File: config.mk
export PLATFORM = sky130hd
export DESIGN_NAME = unified_mem_arbiter
export DESIGN_NICKNAME = d
export VERILOG_FILES = /design/src/rtl/pipe_pkg.sv /design/src/rtl/mem_lat_counter.sv /design/src/rtl/unified_mem_arbiter.sv
export SDC_FILE = /design/constraint.sdc
export NUM_CORES = 1
export LEC_CHECK = 0
export CAP_MARGIN = 20
export CORE_MARGIN = 2
export CORE_UTILIZATION = 35
export DETAILED_ROUTE_END_ITERATION = 7
export GPL_ROUTABILITY_DRIVEN = 0
export GPL_TIMING_DRIVEN = 0
export PLACE_DENSITY = 0.7
export REMOVE_ABC_BUFFERS = 1
export SYNTH_ARGS = -nofsm -noshare
export SYNTH_HDL_FRONTEND = slang
export SYNTH_SLANG_ARGS = --single-unit
File: constraint.sdc
create_clock -name clk -period 2.16 [get_ports clk]
set_input_delay 0.432 -clock clk [delete_from_list [all_inputs] [get_ports clk]]
set_output_delay 0.432 -clock clk [all_outputs]
set_load 0.1 [all_outputs]
File: src/rtl/pipe_pkg.sv
// ----------------------------------------------------------------------------
// pipe_pkg
// Shared encodings for the unified memory arbiter.
//   arb_state_e : arbiter sequencing states (IDLE/ISSUE/WAIT/DONE)
//   gnt_e       : owner of the access currently in flight
//   LAT_CNT_W   : latency counter width, covers MEM_LAT up to MAX_MEM_LAT
// ----------------------------------------------------------------------------
package pipe_pkg;

  typedef enum logic [1:0] {
    IDLE  = 2'd0,
    ISSUE = 2'd1,
    WAIT  = 2'd2,
    DONE  = 2'd3
  } arb_state_e;

  typedef enum logic {
    GNT_FETCH = 1'b0,
    GNT_DATA  = 1'b1
  } gnt_e;

  localparam int unsigned MAX_MEM_LAT = 15;
  localparam int unsigned LAT_CNT_W   = 4;

endpackage

File: src/rtl/mem_lat_counter.sv
// ----------------------------------------------------------------------------
// mem_lat_counter
// Down-counter timing the fixed memory read latency of one access.
//   clk, reset : clock, synchronous active-high reset (clears count)
//   load       : load load_val (takes priority over dec)
//   load_val   : value loaded, MEM_LAT-1 for a fresh access
//   dec        : decrement by one, saturating at zero
//   zero_c     : combinational flag, count is zero
// ----------------------------------------------------------------------------
module mem_lat_counter
  import pipe_pkg::*;
(
  input  logic                 clk,
  input  logic                 reset,
  input  logic                 load,
  input  logic [LAT_CNT_W-1:0] load_val,
  input  logic                 dec,
  output logic                 zero_c
);

  logic [LAT_CNT_W-1:0] cnt_d;
  logic [LAT_CNT_W-1:0] cnt_q;

  // Next count: load wins over decrement; never wraps below zero.
  always_comb begin
    cnt_d = cnt_q;
    if (load) begin
      cnt_d = load_val;
    end else if (dec && (cnt_q != '0)) begin
      cnt_d = cnt_q - LAT_CNT_W'(1);
    end
  end

  always_ff @(posedge clk) begin
    if (reset) begin
      cnt_q <= '0;
    end else begin
      cnt_q <= cnt_d;
    end
  end

  assign zero_c = (cnt_q == '0);

endmodule

File: src/rtl/unified_mem_arbiter.sv
// ----------------------------------------------------------------------------
// unified_mem_arbiter
// Shares one single-port fixed-latency memory between the fetch port (F) and
// the data port (M). One access at a time: IDLE -> ISSUE -> WAIT -> DONE.
// Data has priority, except that after MAX_DATA_RUN consecutive data grants
// with a fetch waiting, the fetch is granted.
//   clk, reset            : clock, synchronous active-high reset
//   if_req/if_addr        : fetch request, held until if_ready
//   if_rdata/if_ready     : fetch data, one-cycle completion pulse
//   d_req/d_we/d_addr/
//   d_wdata               : data request (load or store), held until d_ready
//   d_rdata/d_ready       : load data, one-cycle completion pulse
//   stall_if/stall_d      : request pending and not completing this cycle
//   mem_en/mem_we/
//   mem_addr/mem_wdata    : memory strobe (one cycle per access) and payload
//   mem_rdata             : memory read data, valid MEM_LAT cycles after mem_en
// ----------------------------------------------------------------------------
module unified_mem_arbiter
  import pipe_pkg::*;
#(
  parameter int unsigned ADDR_W       = 32,
  parameter int unsigned DATA_W       = 32,
  parameter int unsigned MEM_LAT      = 2,
  parameter int unsigned MAX_DATA_RUN = 2
) (
  input  logic              clk,
  input  logic              reset,
  input  logic              if_req,
  input  logic [ADDR_W-1:0] if_addr,
  output logic [DATA_W-1:0] if_rdata,
  output logic              if_ready,
  input  logic              d_req,
  input  logic              d_we,
  input  logic [ADDR_W-1:0] d_addr,
  input  logic [DATA_W-1:0] d_wdata,
  output logic [DATA_W-1:0] d_rdata,
  output logic              d_ready,
  output logic              stall_if,
  output logic              stall_d,
  output logic              mem_en,
  output logic              mem_we,
  output logic [ADDR_W-1:0] mem_addr,
  output logic [DATA_W-1:0] mem_wdata,
  input  logic [DATA_W-1:0] mem_rdata
);

  localparam int unsigned RUN_W = (MAX_DATA_RUN < 1) ? 1 : $clog2(MAX_DATA_RUN + 1);
  localparam logic [RUN_W-1:0]     RUN_MAX  = RUN_W'(MAX_DATA_RUN);
  localparam logic [LAT_CNT_W-1:0] LAT_LOAD = LAT_CNT_W'(MEM_LAT - 1);

  arb_state_e        state_d,     state_q;
  gnt_e              gnt_d,       gnt_q;
  logic              we_d,        we_q;
  logic [RUN_W-1:0]  run_cnt_d,   run_cnt_q;
  logic              mem_en_d,    mem_en_q;
  logic              mem_we_d,    mem_we_q;
  logic [ADDR_W-1:0] mem_addr_d,  mem_addr_q;
  logic [DATA_W-1:0] mem_wdata_d, mem_wdata_q;
  logic              if_ready_d,  if_ready_q;
  logic              d_ready_d,   d_ready_q;
  logic [DATA_W-1:0] if_rdata_d,  if_rdata_q;
  logic [DATA_W-1:0] d_rdata_d,   d_rdata_q;

  logic              any_req_c;
  logic              fetch_wins_c;
  logic              lat_load_c;
  logic              lat_dec_c;
  logic              lat_zero_c;

  // Data wins unless the waiting fetch has already been passed over
  // MAX_DATA_RUN times in a row.
  assign any_req_c    = if_req | d_req;
  assign fetch_wins_c = if_req & (~d_req | (run_cnt_q == RUN_MAX));

  mem_lat_counter u_lat_cnt (
    .clk      (clk),
    .reset    (reset),
    .load     (lat_load_c),
    .load_val (LAT_LOAD),
    .dec      (lat_dec_c),
    .zero_c   (lat_zero_c)
  );

  // State register.
  always_ff @(posedge clk) begin
    if (reset) begin
      state_q <= IDLE;
    end else begin
      state_q <= state_d;
    end
  end

  // Next-state logic.
  always_comb begin
    state_d = state_q;
    unique case (state_q)
      IDLE:    if (any_req_c) state_d = ISSUE;
      ISSUE:   state_d = WAIT;
      WAIT:    if (lat_zero_c) state_d = DONE;
      DONE:    state_d = IDLE;
      default: state_d = IDLE;
    endcase
  end

  // Output / datapath logic. mem_en and ready are set on the transition into
  // ISSUE and DONE so that the registered outputs line up with those states.
  always_comb begin
    gnt_d       = gnt_q;
    we_d        = we_q;
    run_cnt_d   = run_cnt_q;
    mem_en_d    = 1'b0;
    mem_we_d    = 1'b0;
    mem_addr_d  = mem_addr_q;
    mem_wdata_d = mem_wdata_q;
    if_ready_d  = 1'b0;
    d_ready_d   = 1'b0;
    if_rdata_d  = if_rdata_q;
    d_rdata_d   = d_rdata_q;
    lat_load_c  = 1'b0;
    lat_dec_c   = 1'b0;

    unique case (state_q)
      IDLE: begin
        if (!if_req) begin
          run_cnt_d = '0;
        end
        if (any_req_c) begin
          mem_en_d = 1'b1;
          if (fetch_wins_c) begin
            gnt_d       = GNT_FETCH;
            we_d        = 1'b0;
            mem_addr_d  = if_addr;
            mem_wdata_d = '0;
            run_cnt_d   = '0;
          end else begin
            gnt_d       = GNT_DATA;
            we_d        = d_we;
            mem_we_d    = d_we;
            mem_addr_d  = d_addr;
            mem_wdata_d = d_wdata;
            // Only count data grants that actually made a fetch wait.
            if (if_req) begin
              run_cnt_d = run_cnt_q + RUN_W'(1);
            end
          end
        end
      end
      ISSUE: begin
        lat_load_c = 1'b1;
      end
      WAIT: begin
        if (lat_zero_c) begin
          if (gnt_q == GNT_FETCH) begin
            if_ready_d = 1'b1;
            if_rdata_d = mem_rdata;
          end else begin
            d_ready_d = 1'b1;
            // Stores leave the previous load data visible.
            if (!we_q) begin
              d_rdata_d = mem_rdata;
            end
          end
        end else begin
          lat_dec_c = 1'b1;
        end
      end
      DONE: begin
      end
      default: begin
      end
    endcase
  end

  // Datapath registers.
  always_ff @(posedge clk) begin
    if (reset) begin
      gnt_q       <= GNT_FETCH;
      we_q        <= 1'b0;
      run_cnt_q   <= '0;
      mem_en_q    <= 1'b0;
      mem_we_q    <= 1'b0;
      mem_addr_q  <= '0;
      mem_wdata_q <= '0;
      if_ready_q  <= 1'b0;
      d_ready_q   <= 1'b0;
      if_rdata_q  <= '0;
      d_rdata_q   <= '0;
    end else begin
      gnt_q       <= gnt_d;
      we_q        <= we_d;
      run_cnt_q   <= run_cnt_d;
      mem_en_q    <= mem_en_d;
      mem_we_q    <= mem_we_d;
      mem_addr_q  <= mem_addr_d;
      mem_wdata_q <= mem_wdata_d;
      if_ready_q  <= if_ready_d;
      d_ready_q   <= d_ready_d;
      if_rdata_q  <= if_rdata_d;
      d_rdata_q   <= d_rdata_d;
    end
  end

  assign mem_en    = mem_en_q;
  assign mem_we    = mem_we_q;
  assign mem_addr  = mem_addr_q;
  assign mem_wdata = mem_wdata_q;
  assign if_ready  = if_ready_q;
  assign d_ready   = d_ready_q;
  assign if_rdata  = if_rdata_q;
  assign d_rdata   = d_rdata_q;

  // Stalls follow the live request so a dropped request stops stalling at once.
  assign stall_if = if_req & ~if_ready_q;
  assign stall_d  = d_req & ~d_ready_q;

endmodule

==> flow_summary.json <==
{
  "num_antenna_cells": 0,
  "crit_chain": "dlygate4sd2_1",
  "grt_first_pass_wirelength_mm": 27.5,
  "via_count": 5286,
  "rows": 46,
  "power.ir.vdd_worst_mv": 0.813,
  "post_synth_main_area_contributors": "sky130_fd_sc_hd__dfxtp_1 49%, sky130_fd_sc_hd__mux2i_1 11%, sky130_fd_sc_hd__nand2b_1 11%",
  "totalWireLength_mm": 17.2,
  "critPathKind": "reg -> out",
  "multi_input_area_sq_um": 2710,
  "most-common-layout-cells": "142 x sky130_fd_sc_hd__dfxtp_1, 132 x sky130_fd_sc_hd__dlygate4sd2_1, 130 x sky130_fd_sc_hd__clkdlybuf4s50_1",
  "flip_flop_and_latch_count_after_synthesis": 142,
  "post-route-util_pct": 57.9,
  "synth_cell_types": 36,
  "first_global_vias": 5465,
  "postLayoutSetupSlackWorst_ns": 0.0732,
  "grt.overflow.total": 0,
  "critical-path-slowest-cell": "sky130_fd_sc_hd__dlygate4sd2_1",
  "clkPwrFrac_pct": 26.2,
  "cts.path.max_buffers": 2,
  "ff_latch_area_sq_um": 2840,
  "cts-hold-fix-buffers": 0,
  "run_status": "finished clean",
  "cell_chosen_for_the_clock_root": "sky130_fd_sc_hd__clkbuf_16",
  "drt.antenna.violating_nets": 0,
  "fp.dieArea_sq_um": 17500,
  "syn-instance-count": 584,
  "nFillCells": 1444,
  "maxCapViolCount": 0,
  "final_cells": 1060,
  "initial_utilization_pct": 36.0,
  "min-delay-path-class": "reg -> reg",
  "timing.final.hold_violations": 0,
  "worst-endpoint-required_ns": 1.73,
  "worstSetupEndpointType": "output pin",
  "syn_avg_cell_area_sq_um": 9.87,
  "crit_path_start_kind": "flop",
  "route.detailed.vias_per_inst": 4.99,
  "placeable_core_region_sq_um": 16000,
  "static_leakage_nw": 4.15,
  "layout.cells.most_common": "sky130_fd_sc_hd__dfxtp_1",
  "yosys_warnings": 0,
  "grt_max_degree": 112,
  "ios": 267,
  "clock_latency_ns": 0.42,
  "synth_seq_area_share_pct": 49.3,
  "layout_cells_sized_above_1_pct": 7.11,
  "placed_cells": 1025,
  "die_height_um": 132,
  "p_int_mw": 6.41,
  "htree_levels": 4,
  "grt_setup_unrepaired": "false",
  "area_growth_syn_to_layout_pct": 60.6,
  "synth_largest_type_area_fraction_pct": 49.3,
  "dpl.hpwl_mm": 12.4,
  "whs_ns": 0.462,
  "slew_viol_final": 0,
  "clock_tree_from_tritoncts": "built",
  "detail_route.drc_violations": 0,
  "worstPathBufferInverterCount": 1,
  "comb_power_share_pct": 46.3,
  "drt_iter0_markers": 213,
  "max_freq_mhz": 479,
  "mappedNetlistArea_sq_um": 5760,
  "horizontal_die_dimension_um": 132,
  "netSwitchingPower_mw": 5.76,
  "place_ws_ns": -2.19,
  "power_density_nw_per_um2": 1310,
  "worstPathArrival_ns": 1.65,
  "synthDominantAreaCellType": "sky130_fd_sc_hd__dfxtp_1",
  "critPathMaxStageDelay_ns": 0.90,
  "cts_inserted_buffers": 17,
  "numPortBuffers": 266,
  "timing.clock.skew_ns": 0.00778,
  "routed_wire_length_per_instance_um": 16.3,
  "timing.final.setup_violations": 0,
  "p_seq_share_pct": 27.5,
  "timing.final.crit_share_pct": 96.6,
  "max_slew.worst_pin.slew_ns": 1.04,
  "cts.sinks": 142,
  "path_delay_family": "buffers and inverters",
  "netSwitchingFraction_pct": 47.3,
  "drt_first_pass_iters": 4,
  "total_grt_usage_pct": 19.4,
  "layout.nets": 970,
  "worst-path-max-fanout": 2,
  "fin_crit_ns": 2.09,
  "cts_clk_pin_slew_worst_paths_ns": 0.06,
  "antenna_found_initial": 0,
  "relSlewSlack_pct": 31.2
}
-- worst reg2reg max path, stage by stage, from the launching register on --
cell,delay [ns]
sky130_fd_sc_hd__dfxtp_1,0.33
sky130_fd_sc_hd__inv_1,0.09
sky130_fd_sc_hd__ha_1,0.22
sky130_fd_sc_hd__or3b_4,0.46
sky130_fd_sc_hd__nor3_4,0.24
sky130_fd_sc_hd__buf_16,0.20
sky130_fd_sc_hd__buf_8,0.20
sky130_fd_sc_hd__mux2i_1,0.21
-- worst paths after layout --
check	startpoint	to	slack, ns	depth (start not counted)
max	mem_addr[21]$_SDFFE_PP0P_	mem_addr[21]	0.07	1
min	mem_wdata[4]$_SDFFE_PP0P_	mem_wdata[4]$_SDFFE_PP0P_	0.46	2
max reg2reg	u_lat_cnt.cnt_q[0]$_SDFFE_PP0P_	if_rdata[0]$_SDFFE_PP0P_	0.14	7
min reg2reg	mem_wdata[4]$_SDFFE_PP0P_	mem_wdata[4]$_SDFFE_PP0P_	0.46	2
-- cell type report --
type	count	area share [%]
sequential	142	30.7
timing repair buffer	281	29.8
multi-input combinational	382	29.3
clock buffer	18	4.74
tap	216	2.92
clock inverter	14	2.24
inverter	7	0.338
-- cell families after synthesis --
family | synth area share [%]
simple gates | 19.1
flops | 49.3
compound gates | 14.2
mux | 11.5
buf+inv | 4.49
fa+ha+maj | 1.30
xor+xnor | 0.152
-- per-stage QoR --
| step | TNS [ns] | instance area (sq um) | total power, mW |
|---|---|---|---|
| 5_1_grt | 0 | 9260 | 12.6 |
| 2_1_floorplan | -52.88 | 5530 | 7.67 |
| 3_3_place_gp | -380.61 | 8460 | 9.11 |
| 4_1_cts | 0 | 9220 | 12.2 |
| 3_5_place_dp | -63.33 | 8730 | 9.31 |
| 6_report | 0 | 9260 | 12.2 |
-- cells in the mapped netlist (all sizes together) --
| cell | number |
|---|---|
| or3 | 1 |
| nand2 | 7 |
| nor4 | 2 |
| a21oi | 7 |
| nor2b | 2 |
| o211ai | 5 |
| or3b | 1 |
| a211oi | 3 |
| a21o | 2 |
| and2 | 1 |
| nor3 | 5 |
| o21a | 1 |
| mux2i | 66 |
| clkbuf | 38 |
| o21ai | 33 |
| nand4b | 1 |
| nand3 | 33 |
| nand3b | 1 |
| nand2b | 101 |
| nor3b | 1 |
| buf | 15 |
| nor4b | 1 |
| dfxtp | 142 |
| clkinv | 1 |
| a22o | 29 |
| ha | 6 |
| a311oi | 32 |
| nor4bb | 1 |
| inv | 6 |
| xor2 | 1 |
| nor2 | 37 |
| nand4 | 1 |
| and3 | 1 |
-- power groups by stage --
stage,registers (mW),clock network [mW],logic (mW)
global route,3.40,3.36,5.86
floorplan,6.48,0,1.19
finish,3.35,3.18,5.64
detailed placement,3.41,0,5.90
CTS,3.35,3.26,5.63
global placement,3.39,0,5.72
-- what timing repair did --
item / in CTS / in global routing
resized for setup: 151 / 6
setup endpoints to repair: 237 / 42
buffers inserted: 2 / 1
pin swaps: 2 / 2
-- state kept, by name, summed over array words and instances, names as in the netlist --
name             count
if_rdata            32
mem_en               1
d_rdata             32
mem_wdata           32
we_q                 1
mem_we               1
d_ready              1
mem_addr            32
state_q              2
gnt_q                1
if_ready             1
u_lat_cnt.cnt_q      4
run_cnt_q            2
-- routing by layer --
| metal | vias to the layer above | global-route usage (%) | share of wire [%] | routed length, um |
|---|---|---|---|---|
| met5 | - | 0 | 0 | 0 |
| li1 | 2554 | - | - | - |
| met4 | 0 | 7.53 | 1.6 | 284 |
| met2 | 211 | 34.3 | 51 | 8740 |
| met1 | 2498 | 21.1 | 39 | 6790 |
| met3 | 23 | 7.15 | 8.2 | 1420 |
Note: power is estimated with default switching activity, not from simulation.
